`src/rtl/spi_pkg.sv`:
```
// rtl/spi_pkg.sv - shared types for the SPI serial-clock engine
// Purpose: FSM state encoding and SPI mode encoding {cpol,cpha} with small
//          accessors used by the engine.
// Ports:   none (package)
package spi_pkg;

   typedef enum logic [1:0] {
      ST_IDLE  = 2'd0,
      ST_SETUP = 2'd1,
      ST_RUN   = 2'd2,
      ST_HOLD  = 2'd3
   } spi_state_e;

   // Mode number is {cpol,cpha}, so MODE1 = cpol 0 / cpha 1, MODE3 = both set.
   typedef enum logic [1:0] {
      SPI_MODE0 = 2'b00,
      SPI_MODE1 = 2'b01,
      SPI_MODE2 = 2'b10,
      SPI_MODE3 = 2'b11
   } spi_mode_e;

   function automatic spi_mode_e make_mode(input logic cpol, input logic cpha);
      return spi_mode_e'({cpol, cpha});
   endfunction

   function automatic logic mode_cpol(input spi_mode_e m);
      logic [1:0] b;
      b = m;
      return b[1];
   endfunction

   function automatic logic mode_cpha(input spi_mode_e m);
      logic [1:0] b;
      b = m;
      return b[0];
   endfunction

endpackage

```
`src/rtl/spi_baud_tick.sv`:
```
// rtl/spi_baud_tick.sv - sclk half-period down-counter
// Purpose: counts div clk cycles per half-period and pulses tick on the last
//          cycle of each half-period, reloading itself on that cycle.
// Ports:   clk/rst  clock and asynchronous active-high reset
//          load     reload the counter from div (held while the frame is in setup)
//          enable   count while the frame is running
//          div      half-period length in clk cycles, 0 treated as 1
//          tick     one-cycle pulse: next cycle carries a new sclk level
module spi_baud_tick #(
   parameter int DIV_W = 8
) (
   input  logic             clk,
   input  logic             rst,
   input  logic             load,
   input  logic             enable,
   input  logic [DIV_W-1:0] div,
   output logic             tick
);

   logic [DIV_W-1:0] cnt_q;
   logic [DIV_W-1:0] cnt_d;
   logic [DIV_W-1:0] reload;

   always_comb begin
      reload = (div == '0) ? DIV_W'(1) : div;
      tick   = enable && (cnt_q == DIV_W'(1));
      cnt_d  = cnt_q;
      if (load) begin
         cnt_d = reload;
      end else if (enable) begin
         // Reloading at 1 (and defensively at 0) keeps the count from ever
         // wrapping through all-ones inside a half-period.
         if (cnt_q <= DIV_W'(1)) begin
            cnt_d = reload;
         end else begin
            cnt_d = cnt_q - DIV_W'(1);
         end
      end
   end

   always_ff @(posedge clk or posedge rst) begin
      if (rst) begin
         cnt_q <= '0;
      end else begin
         cnt_q <= cnt_d;
      end
   end

endmodule

```
`src/rtl/spi_sclk_engine.sv`:
```
// rtl/spi_sclk_engine.sv - SPI master serial-clock, chip-select and strobe engine
// Purpose: generates cs_n and sclk for one DATA_W-bit frame per accepted start,
//          with sample/shift strobes aligned to the sclk edges for all modes.
// Ports:   clk/rst      clock and asynchronous active-high reset
//          cpol/cpha    SPI mode, latched at frame start
//          div          sclk half-period in clk cycles (0 acts as 1), latched
//          start        frame request, honoured only while tx_ready is high
//          tx_ready     idle and able to accept start
//          busy         frame in progress
//          done         one-cycle end-of-frame pulse (with cs_n rise)
//          cs_n, sclk   SPI chip select and serial clock
//          sample_edge  strobe coincident with a sampling sclk edge
//          shift_edge   strobe coincident with a shifting sclk edge
//          bit_cnt      sample strobes seen in the current frame
module spi_sclk_engine
   import spi_pkg::*;
#(
   parameter int DATA_W   = 8,
   parameter int DIV_W    = 8,
   parameter int CS_SETUP = 1,
   parameter int CS_HOLD  = 1
) (
   input  logic                        clk,
   input  logic                        rst,
   input  logic                        cpol,
   input  logic                        cpha,
   input  logic [DIV_W-1:0]            div,
   input  logic                        start,
   output logic                        tx_ready,
   output logic                        busy,
   output logic                        done,
   output logic                        cs_n,
   output logic                        sclk,
   output logic                        sample_edge,
   output logic                        shift_edge,
   output logic [$clog2(DATA_W+1)-1:0] bit_cnt
);

   localparam int BCW    = $clog2(DATA_W + 1);
   localparam int EDGE_W = $clog2(2 * DATA_W + 1);
   localparam int SET_W  = $clog2(CS_SETUP + 1);
   localparam int HLD_W  = $clog2(CS_HOLD + 1);

   localparam logic [EDGE_W-1:0] LAST_EDGE = EDGE_W'(2 * DATA_W);
   localparam logic [BCW-1:0]    BIT_MAX   = BCW'(DATA_W);
   localparam logic [SET_W-1:0]  SET_LAST  = SET_W'(CS_SETUP - 1);
   localparam logic [HLD_W-1:0]  HLD_LAST  = HLD_W'(CS_HOLD - 1);

   spi_state_e        state_q, state_d;
   spi_mode_e         mode_q, mode_d;
   logic [DIV_W-1:0]  div_q, div_d;
   logic              cs_n_q, cs_n_d;
   logic              sclk_q, sclk_d;
   logic              tx_ready_q, tx_ready_d;
   logic              busy_q, busy_d;
   logic              done_q, done_d;
   logic              sample_q, sample_d;
   logic              shift_q, shift_d;
   logic [BCW-1:0]    bit_cnt_q, bit_cnt_d;
   logic [EDGE_W-1:0] edge_cnt_q, edge_cnt_d;
   logic [SET_W-1:0]  setup_cnt_q, setup_cnt_d;
   logic [HLD_W-1:0]  hold_cnt_q, hold_cnt_d;

   logic              baud_load;
   logic              baud_en;
   logic              tick;
   logic [EDGE_W-1:0] next_edge;
   logic              is_sample;

   // The counter is preloaded through every setup cycle so the first
   // half-period starts counting on the first RUN cycle.
   assign baud_load = (state_q == ST_SETUP);
   assign baud_en   = (state_q == ST_RUN);

   spi_baud_tick #(
      .DIV_W (DIV_W)
   ) u_baud_tick (
      .clk    (clk),
      .rst    (rst),
      .load   (baud_load),
      .enable (baud_en),
      .div    (div_q),
      .tick   (tick)
   );

   always_comb begin
      state_d     = state_q;
      mode_d      = mode_q;
      div_d       = div_q;
      cs_n_d      = cs_n_q;
      sclk_d      = sclk_q;
      tx_ready_d  = tx_ready_q;
      busy_d      = busy_q;
      done_d      = 1'b0;
      sample_d    = 1'b0;
      shift_d     = 1'b0;
      bit_cnt_d   = bit_cnt_q;
      edge_cnt_d  = edge_cnt_q;
      setup_cnt_d = setup_cnt_q;
      hold_cnt_d  = hold_cnt_q;

      // Odd edge numbers are leading edges; cpha moves sampling to trailing.
      next_edge = edge_cnt_q + EDGE_W'(1);
      is_sample = next_edge[0] ^ mode_cpha(mode_q);

      case (state_q)
         ST_IDLE: begin
            cs_n_d     = 1'b1;
            busy_d     = 1'b0;
            tx_ready_d = 1'b1;
            sclk_d     = cpol;
            // done_q gates out a start in the done cycle; tx_ready_q keeps the
            // first cycle after reset from accepting one.
            if (start && tx_ready_q && !done_q) begin
               mode_d      = make_mode(cpol, cpha);
               div_d       = (div == '0) ? DIV_W'(1) : div;
               state_d     = ST_SETUP;
               cs_n_d      = 1'b0;
               busy_d      = 1'b1;
               tx_ready_d  = 1'b0;
               bit_cnt_d   = '0;
               edge_cnt_d  = '0;
               setup_cnt_d = '0;
            end
         end

         ST_SETUP: begin
            if (setup_cnt_q == SET_LAST) begin
               state_d = ST_RUN;
            end else begin
               setup_cnt_d = setup_cnt_q + SET_W'(1);
            end
         end

         ST_RUN: begin
            if (tick) begin
               sclk_d     = ~sclk_q;
               edge_cnt_d = next_edge;
               sample_d   = is_sample;
               // With cpha=0 the final trailing edge would shift a bit that
               // does not exist, so it carries no strobe.
               shift_d    = !is_sample && (next_edge != LAST_EDGE);
               if (is_sample && (bit_cnt_q != BIT_MAX)) begin
                  bit_cnt_d = bit_cnt_q + BCW'(1);
               end
               if (next_edge == LAST_EDGE) begin
                  state_d    = ST_HOLD;
                  hold_cnt_d = '0;
               end
            end
         end

         ST_HOLD: begin
            sclk_d = mode_cpol(mode_q);
            if (hold_cnt_q == HLD_LAST) begin
               state_d    = ST_IDLE;
               cs_n_d     = 1'b1;
               done_d     = 1'b1;
               busy_d     = 1'b0;
               tx_ready_d = 1'b1;
               sclk_d     = cpol;
            end else begin
               hold_cnt_d = hold_cnt_q + HLD_W'(1);
            end
         end

         default: begin
            state_d = ST_IDLE;
         end
      endcase
   end

   always_ff @(posedge clk or posedge rst) begin
      if (rst) begin
         state_q     <= ST_IDLE;
         mode_q      <= SPI_MODE0;
         div_q       <= '0;
         cs_n_q      <= 1'b1;
         sclk_q      <= 1'b0;
         tx_ready_q  <= 1'b0;
         busy_q      <= 1'b0;
         done_q      <= 1'b0;
         sample_q    <= 1'b0;
         shift_q     <= 1'b0;
         bit_cnt_q   <= '0;
         edge_cnt_q  <= '0;
         setup_cnt_q <= '0;
         hold_cnt_q  <= '0;
      end else begin
         state_q     <= state_d;
         mode_q      <= mode_d;
         div_q       <= div_d;
         cs_n_q      <= cs_n_d;
         sclk_q      <= sclk_d;
         tx_ready_q  <= tx_ready_d;
         busy_q      <= busy_d;
         done_q      <= done_d;
         sample_q    <= sample_d;
         shift_q     <= shift_d;
         bit_cnt_q   <= bit_cnt_d;
         edge_cnt_q  <= edge_cnt_d;
         setup_cnt_q <= setup_cnt_d;
         hold_cnt_q  <= hold_cnt_d;
      end
   end

   assign tx_ready    = tx_ready_q;
   assign busy        = busy_q;
   assign done        = done_q;
   assign cs_n        = cs_n_q;
   assign sclk        = sclk_q;
   assign sample_edge = sample_q;
   assign shift_edge  = shift_q;
   assign bit_cnt     = bit_cnt_q;

endmodule

```
`config.mk`:
```
export PLATFORM = sky130hd
export DESIGN_NAME = spi_sclk_engine
export DESIGN_NICKNAME = d
export VERILOG_FILES = /design/src/rtl/spi_pkg.sv /design/src/rtl/spi_baud_tick.sv /design/src/rtl/spi_sclk_engine.sv
export SDC_FILE = /design/constraint.sdc
export NUM_CORES = 1
export LEC_CHECK = 0
export CAP_MARGIN = 20
export CELL_PAD_IN_SITES_DETAIL_PLACEMENT = 2
export CELL_PAD_IN_SITES_GLOBAL_PLACEMENT = 2
export CORE_ASPECT_RATIO = 1.75
export CORE_MARGIN = 2
export CORE_UTILIZATION = 33
export CTS_BUF_LIST = sky130_fd_sc_hd__clkbuf_4 sky130_fd_sc_hd__clkbuf_8
export DETAILED_ROUTE_END_ITERATION = 16
export PLACE_DENSITY_LB_ADDON = 0.1
export SYNTH_ARGS = -nofsm -noshare
export SYNTH_HDL_FRONTEND = slang
export SYNTH_SLANG_ARGS = --single-unit
export TNS_END_PERCENT = 30
```
`constraint.sdc`:
```
create_clock -name clk -period 1.6 [get_ports clk]
set_input_delay 0.32 -clock clk [delete_from_list [all_inputs] [get_ports clk]]
set_output_delay 0.32 -clock clk [all_outputs]
set_load 0.01 [all_outputs]
```
==> results of run 1 <==
timing repair:
item,in CTS,in global routing
endpoints found under the hold margin,0,0
gates cloned,2,0
hold buffers,0,0
setup buffers,4,3
pin swaps,8,6
resized for setup,18,11
endpoints found under the setup margin,27,31
flip-flops by register name, summed over array words and instances (netlist names):
signal and count:
tx_ready 1, div_q 8, mode_q 1, sample_edge 1, edge_cnt_q 5, bit_cnt 4, shift_edge 1, busy 1
done 1, u_baud_tick.cnt_q 8, state_q 2, cs_n 1, sclk 1
cell families after synthesis:
logic type	after synthesis	synth area share, %
flops	35	46.0
buf+inv	16	3.41
fa+ha+maj	10	6.57
simple gates	62	18.6
compound gates	48	16.3
mux	13	7.68
xor+xnor	3	1.38
area by class of cell:
| type | instances | area (um2) |
|---|---|---|
| fillers | 627 | 2860 |
| inverters | 10 | 37.5 |
| clock buffers | 6 | 82.6 |
| flip-flops and latches | 35 | 880 |
| repair buffers | 60 | 554 |
| clock inverters | 2 | 35.0 |
| multi-input cells | 136 | 1040 |
| well taps | 76 | 95.1 |
where the power goes:
part / internal (mW) / switching [mW] / leakage, nW / total, mW
sequential: 1.24 / 0.346 / 0.431 / 1.59
clock: 0.505 / 0.360 / 0.0612 / 0.865
combinational: 1.52 / 1.53 / 0.824 / 3.05
Yosys cell counts (3+ instances only):
cell      count  area [um2]
ha_1         10         125
nor3_1        3        15.0
clkbuf_1      4        15.0
nand2b_1      3        18.8
mux2i_1       3        30.0
inv_1        10        37.5
nor2_1        9        33.8
nand3_1       4        20.0
dfrtp_1      34         851
nor4_1        3        18.8
o21ai_0       5        25.0
mux2_2        8        90.1
nand2_1      18        67.6
o21ai_1       9        45.0
a21oi_1      17        85.1
worst min-delay path by stage:
stage / start / slack [ns] / endpoint / cells past startpoint
after global placement: cs_n / 0.45 / cs_n / 2
final: rst / 0.36 / edge_cnt_q[4] / 3
after floorplan: cpol / 0.44 / sclk / 2
after global routing: rst / 0.39 / edge_cnt_q[4] / 3
after CTS: rst / 0.37 / state_q[1] / 3
after detailed placement: cs_n / 0.45 / cs_n / 2
worst max-delay path, cell delays in order (launching register included):
cell,delay (ns)
dfrtp_1,0.38
inv_2,0.09
ha_4,0.18
or2_4,0.26
a31oi_4,0.19
buf_12,0.15
buf_8,0.11
o31ai_1,0.07
a21oi_1,0.15
a21oi_1,0.06
metal layers:
metal | part of all wire [%] | wire length, um | track usage [%]
met1 | 32 | 2110 | 20.9
met2 | 62 | 4060 | 43.5
met3 | 2.3 | 149 | 4.73
met4 | 2.8 | 183 | 8.36
met5 | 0 | 0 | 0
==> results.yml, run 1 <==
critical_path:
  cp-endpoint: "u_baud_tick.cnt_q[6]"
  criticalPathCategory: "reg2reg"
  setup.worst_path.start: "u_baud_tick.cnt_q[1]"
  r2r_end: "u_baud_tick.cnt_q[6]"
  rrSetupSlack_ns: -0.15
  cp_max_fo: 6
  cp.required_ns: 1.78
  endpoint_kind: "flop"
  start_kind: "flop"
  rr_worst_depth: 9
  critPathArrivalTime_ns: 1.93
  rr_startpoint: "u_baud_tick.cnt_q[1]"
sta:
  slew_viol_final: 0
  period_share_pct: 109
  max_freq_mhz: 571
  worst_pin_slew_ns: 0.332
  setup_ws_ns: -0.150
  slew-limit-headroom_pct: 77.9
  fin_crit_ns: 1.75
  rsz0062_at_grt: "yes"
  hold_ws_ns: 0.361
  skew_ns: 0.00175
  setup_viol: 11
  hold_viol_final: 0
  fin_tns_setup_ns: -1.02
cts:
  h-tree-depth: 2
  clockBufferDepth: 2
  clk_pin_slew_ns: 0.08
  cts_root_buf: "clkbuf_8"
  clk_latency_ns: 0.30
  cts-buffers-inserted: 5
  cts_sinks: 35
  cts_tree: "done"
routing:
  vias_per_cell: 5.33
  routed_wl_um: 6500
  vias: 1731
  drc: 0
  ant_nets: 0
  drtIter0Drc: 24
  drtPass1Iterations: 4
  wl_per_cell_um: 20.0
die:
  die_w_um: 61.4
  ios: 24
  initial_core_util_pct: 34.1
  die_area_um2: 6420
  design.core.area_um2: 5590
  rows: 36
  die_y_um: 105
grt:
  grt_pass1_vias: 2030
  gr-total-overflow: 0
  antenna_found_initial: 0
  grt_pass1_wl_um: 10400
  grt_max_degree: 36
  gr-usage-all-layers_pct: 22.4
cells_and_area:
  final_nets: 271
  drive_gt1_share_pct: 31.7
  diodes: 0
  fin_area_um2: 2720
  layout_common_cells: "dfrtp_1 (32), buf_4 (31), nand2_1 (16), a21oi_1 (16), clkdlybuf4s50_1 (15)"
  areaGrowthSynthToFinish_pct: 42.9
  layout_commonest_cell: "dfrtp_1"
  fin_cells: 325
  final_core_util_pct: 48.7
run:
  maxCapViolCount: 0
worst_hold_path:
  hp-class: "in2async"
placed_design:
  globalplace.congestion: 0.800
  io_buffer_count: 23
  pre_cts_ws_ns: -0.161
  dp_cells: 309
  hpwl_um: 4540
  dpl-instance-area_um2: 2460
synth:
  synth-seq-cells: 35
  netlist_instances: 187
  synth_edf_count: 0
  syn_nets: 210
  synthArstFlopShare_pct: 100
  ys_seq_area_share_pct: 46.0
  ys.warnings.count: 0
  ys_types: 50
  synth_ff_type: "dfrtp_1"
  netlist_area_um2: 1910
  syn_avg_cell_area_um2: 10.2
run_status:
  failed_checks: "setup timing"
  outcome: "finished, violations left"
power:
  leakage_nw: 1.32
  power.density_nw_per_um2: 2020
  finalPower_mw: 5.50
  vdd_drop_max_mv: 0.884
(Power assumes the default switching activity.)
==> inputs of run 2 (changes only) <==
Settings changed: CORE_MARGIN 2 to unset, MAX_ROUTING_LAYER set to met4.
==> run 2 against run 1 <==
- the run still ends with setup timing left
- core utilization grew 2.1 points
- worst setup slack got worse by 0.22 ns
- global-route usage shrank 0.078 points
- design area up 4.4%
- critical path type unchanged
- routed wire length rose by 13%
- clock skew rose by 0.0037 ns
- via count up 3.5%
- clock-buffer cell count unchanged
- sequential power hardly changed
- sequential share of layout area is 1.4 points lower
- fmax down 11%
- highest routed layer unchanged
==> results.yml, run 2 (synthesis gave the netlist of run 1 again) <==
routing:
  ant_nets: 0
  vias: 1791
  drtIter0Drc: 36
  wl_per_cell_um: 22.2
  vias_per_cell: 5.41
  drc: 0
  routed_wl_um: 7350
  drtPass1Iterations: 4
cts:
  clk_pin_slew_ns: 0.08
  cts-buffers-inserted: 5
  h-tree-depth: 2
  cts_root_buf: "clkbuf_8"
  cts_tree: "done"
  clk_latency_ns: 0.30
  cts_sinks: 35
  holdBufCountCts: 0
  clockBufferDepth: 2
cells_and_area:
  layout_common_cells: "buf_4 (36), dfrtp_1 (32), clkdlybuf4s50_1 (18)"
  drive_gt1_share_pct: 36.5
  final_nets: 277
  layout_commonest_cell: "buf_4"
  final_core_util_pct: 50.9
  fin_area_um2: 2840
  diodes: 0
  areaGrowthSynthToFinish_pct: 49.1
  largest_registers: "div_q (8), u_baud_tick.cnt_q (8), edge_cnt_q (5)"
critical_path:
  cp.required_ns: 1.78
  criticalPathCategory: "reg2reg"
  cp_max_fo: 5
  critPathArrivalTime_ns: 2.15
  start_kind: "flop"
  endpoint_kind: "flop"
grt:
  use_met2_pct: 44.9
  grt_max_degree: 36
  top_usage_layer: "met2"
  met3_usage_pct: 3.01
  use_met1_pct: 18.9
  grt_pass1_vias: 1960
  gr-usage-all-layers_pct: 22.4
  grt_pass1_wl_um: 9450
  antenna_found_initial: 0
  gr-total-overflow: 0
sta:
  setup_viol: 16
  fin_crit_ns: 1.97
  slew_viol_final: 0
  hold_viol_final: 0
  skew_ns: 0.00547
  fin_tns_setup_ns: -2.85
  max_freq_mhz: 508
  slew-limit-headroom_pct: 75.0
  period_share_pct: 123
  worst_pin_slew_ns: 0.371
  rsz0062_at_grt: "yes"
  setup_ws_ns: -0.368
placed_design:
  pre_cts_ws_ns: -0.139
  hpwl_um: 4700
  io_buffer_count: 23
  globalplace.congestion: 0.727
  dpl-instance-area_um2: 2480
run_status:
  failed_checks: "setup timing"
  outcome: "finished, violations left"
run:
  maxCapViolCount: 0
die:
  design.core.area_um2: 5590
  ios: 24
  die_area_um2: 6090
  rows: 36
  die_y_um: 103
  die_w_um: 59.4
  initial_core_util_pct: 34.1
power:
  power.density_nw_per_um2: 2080
  leakage_nw: 1.33
  finalPower_mw: 5.90
  vdd_drop_max_mv: 0.835
worst_hold_path:
  hp-class: "in2async"
run 2: stage by stage:
step,cells,hold slack [ns]
final,331,0.364
after global routing,331,0.396
after CTS,322,0.387
after detailed placement,311,0.458
after global placement,311,0.452
after floorplan,187,0.441
run 2: what timing repair did:
action                                  in CTS  in global routing
endpoints found under the setup margin      26                 29
resized for setup                            9                 22
buffers inserted                             2                  6
cloned                                       1                  3
pin swaps                                    3                 13
run 2: cell type report:
| type | instances | area [um2] |
|---|---|---|
| fill | 599 | 2740 |
| multi-input combinational | 136 | 1090 |
| sequential | 35 | 880 |
| timing repair buffer | 66 | 623 |
| tap | 76 | 95.1 |
| clock buffer | 6 | 82.6 |
| inverter | 10 | 37.5 |
| clock inverter | 2 | 35.0 |
run 2: metal layers:
metal / vias up / routed length [um] / share of wire (%)
li1: 801 / - / -
met1: 911 / 2210 / 30
met2: 51 / 4460 / 61
met3: 28 / 159 / 2.2
met4: 0 / 524 / 7.1
met5: - / 0 / 0
run 2: critical path, stage by stage (launching register included):
cell and delay (ns):
dfrtp_1 0.41, inv_2 0.10, ha_4 0.19, or2_4 0.26
a31oi_4 0.30, buf_4 0.19, buf_6 0.12, o211ai_1 0.10
o21ai_1 0.19
run 2: path summary, 6_finish.rpt:
check / start / to / slack [ns] / depth (start not counted)
worst max-delay path: u_baud_tick.cnt_q[1] / u_baud_tick.cnt_q[1] / -0.37 / 8
worst min-delay path: rst / edge_cnt_q[3] / 0.36 / 3
worst max register to register: u_baud_tick.cnt_q[1] / u_baud_tick.cnt_q[1] / -0.37 / 8
worst min register to register: cs_n / cs_n / 0.49 / 2
max in group asynchronous: rst / cs_n / 0.96 / 3
min in group clk: cs_n / cs_n / 0.49 / 2
run 2: power by group:
group / internal (mW) / total [mW] / switching, mW
clock: 0.505 / 0.870 / 0.365
combinational: 1.68 / 3.43 / 1.75
sequential: 1.24 / 1.61 / 0.363
==> edit 1 (flow settings as in run 1) <==
`DATA_W`: 8 -> 16.
--- a/src/rtl/spi_sclk_engine.sv
+++ b/src/rtl/spi_sclk_engine.sv
@@ -15,7 +15,7 @@
 module spi_sclk_engine
    import spi_pkg::*;
 #(
-   parameter int DATA_W   = 8,
+   parameter int DATA_W   = 16,
    parameter int DIV_W    = 8,
    parameter int CS_SETUP = 1,
    parameter int CS_HOLD  = 1
Ports: changed (resized bit_cnt); port bits go from 24 to 25. The function was not compared with the original's and may differ.
==> edit 1 against run 1 <==
  * The flow still finishes with violations (setup timing)
  * Wire length up 71%
  * Non-clock buffer count up 40
  * Sequential cell count increased by 2
  * Synthesized area rose by 5.1%
  * Power up 29%
  * Clock power down 12%
  * Worst setup slack lost 0.14 ns
  * Cell area grew 25%
  * Sequential power increased by 3%
  * Critical endpoint unchanged
  * Largest cell class unchanged
==> edit 1: results <==
{
  "final_layout_size_suffix_gt1_share_pct": 52.3,
  "routed_wire_length_per_instance_um": 28.6,
  "vdd_ir_drop_max_mv": 1.13,
  "synth_async_sr_flop_share_pct": 100,
  "yosys.cell_types.count": 43,
  "yosysWarningCount": 0,
  "ys.flop_type": "sky130_fd_sc_hd__dfrtp_1",
  "routed_via_density": 5.59,
  "initial_antenna_violation_count": 0,
  "global_route.usage.total_pct": 27.2,
  "leakagePower_nw": 1.52,
  "postSynthAreaPerCell_sq_um": 9.62,
  "violations": "setup timing",
  "firstDrtPassIters": 4,
  "fin_ws_ns": -0.292,
  "ctsRootBufferMaster": "sky130_fd_sc_hd__clkbuf_8",
  "vias_in_the_first_global_route": 2505,
  "insertedDiodeCount": 0,
  "setup_viol": 26,
  "worst_pin_slew_ns": 0.418,
  "wire_length_of_the_first_global_routing_pass_um": 13500,
  "data_arrival_critical_path_ns": 2.10,
  "routed-via-count": 2170,
  "top_regs": "div_q x8, u_baud_tick.cnt_q x8, edge_cnt_q x6",
  "netlist_top_cells_count": "sky130_fd_sc_hd__dfrtp_1, sky130_fd_sc_hd__a21oi_1, sky130_fd_sc_hd__nand2_1, sky130_fd_sc_hd__o21ai_0",
  "min_path_type": "in -> async",
  "mappedNetlistNets": 231,
  "critical_path.startpoint": "u_baud_tick.cnt_q[1]",
  "worst_skew_pair.late_latency_ns": 0.31,
  "cts_inserted_buffers": 5,
  "critical_path_peak_fanout": 3,
  "clock-skew-final_ns": 0.0152,
  "final_net_count": 332,
  "htree_num_levels": 2,
  "seq_area_frac_synth_pct": 46.3,
  "leading_cell_types_by_total_area_after_synthesis": "sky130_fd_sc_hd__dfrtp_1, sky130_fd_sc_hd__ha_1, sky130_fd_sc_hd__a21oi_1, sky130_fd_sc_hd__o21ai_0, sky130_fd_sc_hd__mux2_2",
  "placed_cells_incl_taps": 362,
  "detailedPlace.worstSlack_ns": -0.420,
  "place.detailed.hpwl_um": 5730,
  "placed_standard_cell_area_sq_um": 2790,
  "worst_setup_hold_path_clk_slew_ns": 0.09,
  "gpl.final_weighted_congestion": 0.819,
  "grt_max_degree": 38,
  "filler_cell_count": 585,
  "clock_path_buffers": 2,
  "io_buffer_count": 24,
  "status": "finished, violations left",
  "drt-initial-drc-count": 137
}
edit 1: path summary, 6_finish.rpt:
| kind | cells after the start | to | slack (ns) |
|---|---|---|---|
| min | 3 | shift_edge | 0.43 |
| max in group asynchronous | 3 | cs_n | 0.89 |
| min reg2reg | 2 | cs_n | 0.50 |
| min in group clk | 2 | cs_n | 0.50 |
| max reg2reg | 8 | u_baud_tick.cnt_q[6] | -0.29 |
| max | 8 | u_baud_tick.cnt_q[6] | -0.29 |
edit 1: what timing repair did:
action                     4_1_cts  5_1_grt
hold buffers                     0        0
gates cloned                     1        0
buffers inserted                 7       10
gates resized for setup         37       66
pin swaps                       10       22
setup endpoints to repair       30       32
edit 1: worst max-delay path, stage by stage, from the launching register on:
cell                       delay, ns
sky130_fd_sc_hd__dfrtp_1        0.44
sky130_fd_sc_hd__inv_2          0.14
sky130_fd_sc_hd__ha_4           0.15
sky130_fd_sc_hd__buf_6          0.10
sky130_fd_sc_hd__inv_4          0.03
sky130_fd_sc_hd__or3_4          0.36
sky130_fd_sc_hd__o31ai_4        0.22
sky130_fd_sc_hd__a21oi_2        0.09
sky130_fd_sc_hd__a311oi_2       0.24
edit 1: through the flow:
| stage | TNS, ns | hold WS, ns |
|---|---|---|
| floorplan | -1.64 | 0.445 |
| global placement | -4.00 | 0.453 |
| detailed placement | -7.41 | 0.473 |
| CTS | -2.10 | 0.393 |
| global route | -5.31 | 0.469 |
| finish | -4.56 | 0.433 |
edit 1: power breakdown:
group	internal [mW]	total (mW)	switching (mW)	leakage [nW]
sequential	1.28	1.63	0.357	0.463
clock	0.386	0.762	0.375	0.0523
combinational	2.22	4.73	2.51	1.01
edit 1: cell families after synthesis:
kind of cell,Yosys count,share of synthesized area (%)
DFF,37,46.3
xor gates and xnor gates,1,0.438
and+or+nand+nor,71,19.8
adders and majority gates,10,6.25
muxes,10,5.50
AOI/OAI and AO/OA,59,17.9
buffers and inverters,20,3.81
edit 1: cell type report:
class | instances | area [sq um] | share of cell area [%]
repair buffers | 100 | 865 | 25.5
flip-flops and latches | 37 | 928 | 27.3
well taps | 78 | 97.6 | 2.87
clock buffers | 8 | 97.6 | 2.87
inverters | 14 | 55.1 | 1.62
multi-input cells | 151 | 1350 | 39.9
edit 1: layer usage:
layer	GRT usage [%]	part of all wire (%)
met1	25.7	36
met2	54.7	58
met3	3.99	1.9
met4	13.3	4.4
met5	0	0
==> edit 2 (config.mk and constraints of run 1) <==
Made on the original files. The 4 states of `spi_state_e` get a one-hot encoding in 4 bits.
--- a/src/rtl/spi_pkg.sv
+++ b/src/rtl/spi_pkg.sv
@@ -4,11 +4,11 @@
 // Ports:   none (package)
 package spi_pkg;
 
-   typedef enum logic [1:0] {
-      ST_IDLE  = 2'd0,
-      ST_SETUP = 2'd1,
-      ST_RUN   = 2'd2,
-      ST_HOLD  = 2'd3
+   typedef enum logic [3:0] {
+      ST_IDLE  = 4'b0001,
+      ST_SETUP = 4'b0010,
+      ST_RUN   = 4'b0100,
+      ST_HOLD  = 4'b1000
    } spi_state_e;
 
    // Mode number is {cpol,cpha}, so MODE1 = cpol 0 / cpha 1, MODE3 = both set.
Formal check against the unedited RTL: same outputs for any inputs over 10 cycles, from zero or initial values and one cycle with rst high; not proved beyond that.
==> edit 2 against run 1 <==
  * The flow still finishes with violations (setup timing)
  * Worst setup slack got worse by 0.15 ns
  * Synthesized area increased by 2.2%
  * Power decreased by 3.9%
  * Sequential cell count increased by 2
  * Cell area increased by 14%
  * Count of clock-buffer cells in the layout unchanged
  * Wire length increased by 28%
  * Critical path type unchanged
  * Largest cell class unchanged
  * Largest power group unchanged
==> edit 2: results <==
{
  "status": "finished, violations left",
  "violations": "setup timing",
  "worst_skew_pair.late_latency_ns": 0.30,
  "global_route.usage.total_pct": 25.0,
  "mappedNetlistNets": 212,
  "routed-via-count": 1947,
  "vdd_ir_drop_max_mv": 0.864,
  "worst_path_dominant_cell_family": "simple AND/OR/NAND/NOR gates",
  "setup_viol": 29,
  "seq_area_frac_synth_pct": 47.7,
  "gpl.final_weighted_congestion": 0.775,
  "synth_enable_flop_cells": 0,
  "clock-skew-final_ns": 0.00934,
  "power_switching_mw": 2.19,
  "cpMaxStageDelayCell": "sky130_fd_sc_hd__dfrtp_2",
  "ctsResizeCount": 41,
  "netlist_top_cells_count": "sky130_fd_sc_hd__dfrtp_1, sky130_fd_sc_hd__nor2_1, sky130_fd_sc_hd__o21ai_0",
  "initial_antenna_violation_count": 0,
  "final_net_count": 293,
  "grt_max_degree": 38,
  "vias_in_the_first_global_route": 2259,
  "synth_adder_area_share_pct": 3.21,
  "complex_gate_fraction_of_the_synthesized_area_pct": 14.6,
  "leading_cell_types_by_total_area_after_synthesis": "sky130_fd_sc_hd__dfrtp_1, sky130_fd_sc_hd__mux2_2, sky130_fd_sc_hd__o21ai_0, sky130_fd_sc_hd__ha_1, sky130_fd_sc_hd__a21oi_1",
  "cts_setup_buffers": 9,
  "fin_ws_ns": -0.299,
  "io_buffer_count": 23,
  "synthDominantAreaCellType": "sky130_fd_sc_hd__dfrtp_1",
  "comb-power_mw": 2.96,
  "synth.area.mux_share_pct": 5.20,
  "slowest_delay_ns": 0.45,
  "final_layout_size_suffix_gt1_share_pct": 47.1,
  "ctsRootBufferMaster": "sky130_fd_sc_hd__clkbuf_8",
  "data_arrival_critical_path_ns": 2.06,
  "drt_wirelength_um": 8330,
  "yosys.cell_types.count": 49,
  "worst_setup_hold_path_clk_slew_ns": 0.08,
  "leakagePower_nw": 1.36,
  "placed_standard_cell_area_sq_um": 2540,
  "place.detailed.hpwl_um": 5090,
  "wire_length_of_the_first_global_routing_pass_um": 11800,
  "slew_headroom_pct": 76.9,
  "drt-initial-drc-count": 56,
  "post_synth_xor_area_fraction_pct": 1.35,
  "pwr-share-seq_pct": 31.2
}
-- edit 2: cell count changes in the layout (fill, tap and decap cells not counted), moves of 5 or more --
cell	change
sky130_fd_sc_hd__dfrtp_2	+5
sky130_fd_sc_hd__mux2_4	+8
sky130_fd_sc_hd__a21oi_1	-8
sky130_fd_sc_hd__mux2_2	-8
sky130_fd_sc_hd__buf_4	+14
sky130_fd_sc_hd__buf_6	+8
-- edit 2: stage by stage --
step                hold slack (ns)  instances  setup WS [ns]  power, mW  setup TNS [ns]
floorplan                     0.465        194         -0.114       2.58          -0.561
global placement              0.464        323         -0.148       3.35          -0.826
detailed placement            0.489        323         -0.245       3.51           -2.67
CTS                           0.395        341        -0.0962       4.65           -1.61
global route                  0.432        354         -0.347       5.57           -5.61
finish                        0.385        354         -0.299       5.29           -3.16
-- edit 2: routing by layer --
layer | track usage [%] | vias to the layer above | share of wire [%]
met3 | 3.07 | 29 | 2.0
met2 | 48.1 | 38 | 58
met4 | 11.6 | 0 | 5.4
met1 | 23.8 | 998 | 34
li1 | - | 882 | -
met5 | 0 | - | 0
-- edit 2: cell type report --
type                    instances  area [sq um]
repair buffers                 79           698
clock buffers                   6          76.3
inverters                      10          50.0
clock inverters                 2          10.0
fillers                       595          2680
well taps                      78          97.6
multi-input cells             142          1240
flip-flops and latches         37           937
-- edit 2: path summary, 6_finish.rpt --
check / start / endpoint / cells past startpoint / slack (ns)
worst min register to register: sclk / sclk / 1 / 0.50
min in group clk: sclk / sclk / 1 / 0.50
worst min-delay path: rst / div_q[0] / 3 / 0.38
max in group asynchronous: rst / state_q[0] / 3 / 0.97
worst max-delay path: u_baud_tick.cnt_q[2] / u_baud_tick.cnt_q[7] / 7 / -0.30
worst max register to register: u_baud_tick.cnt_q[2] / u_baud_tick.cnt_q[7] / 7 / -0.30
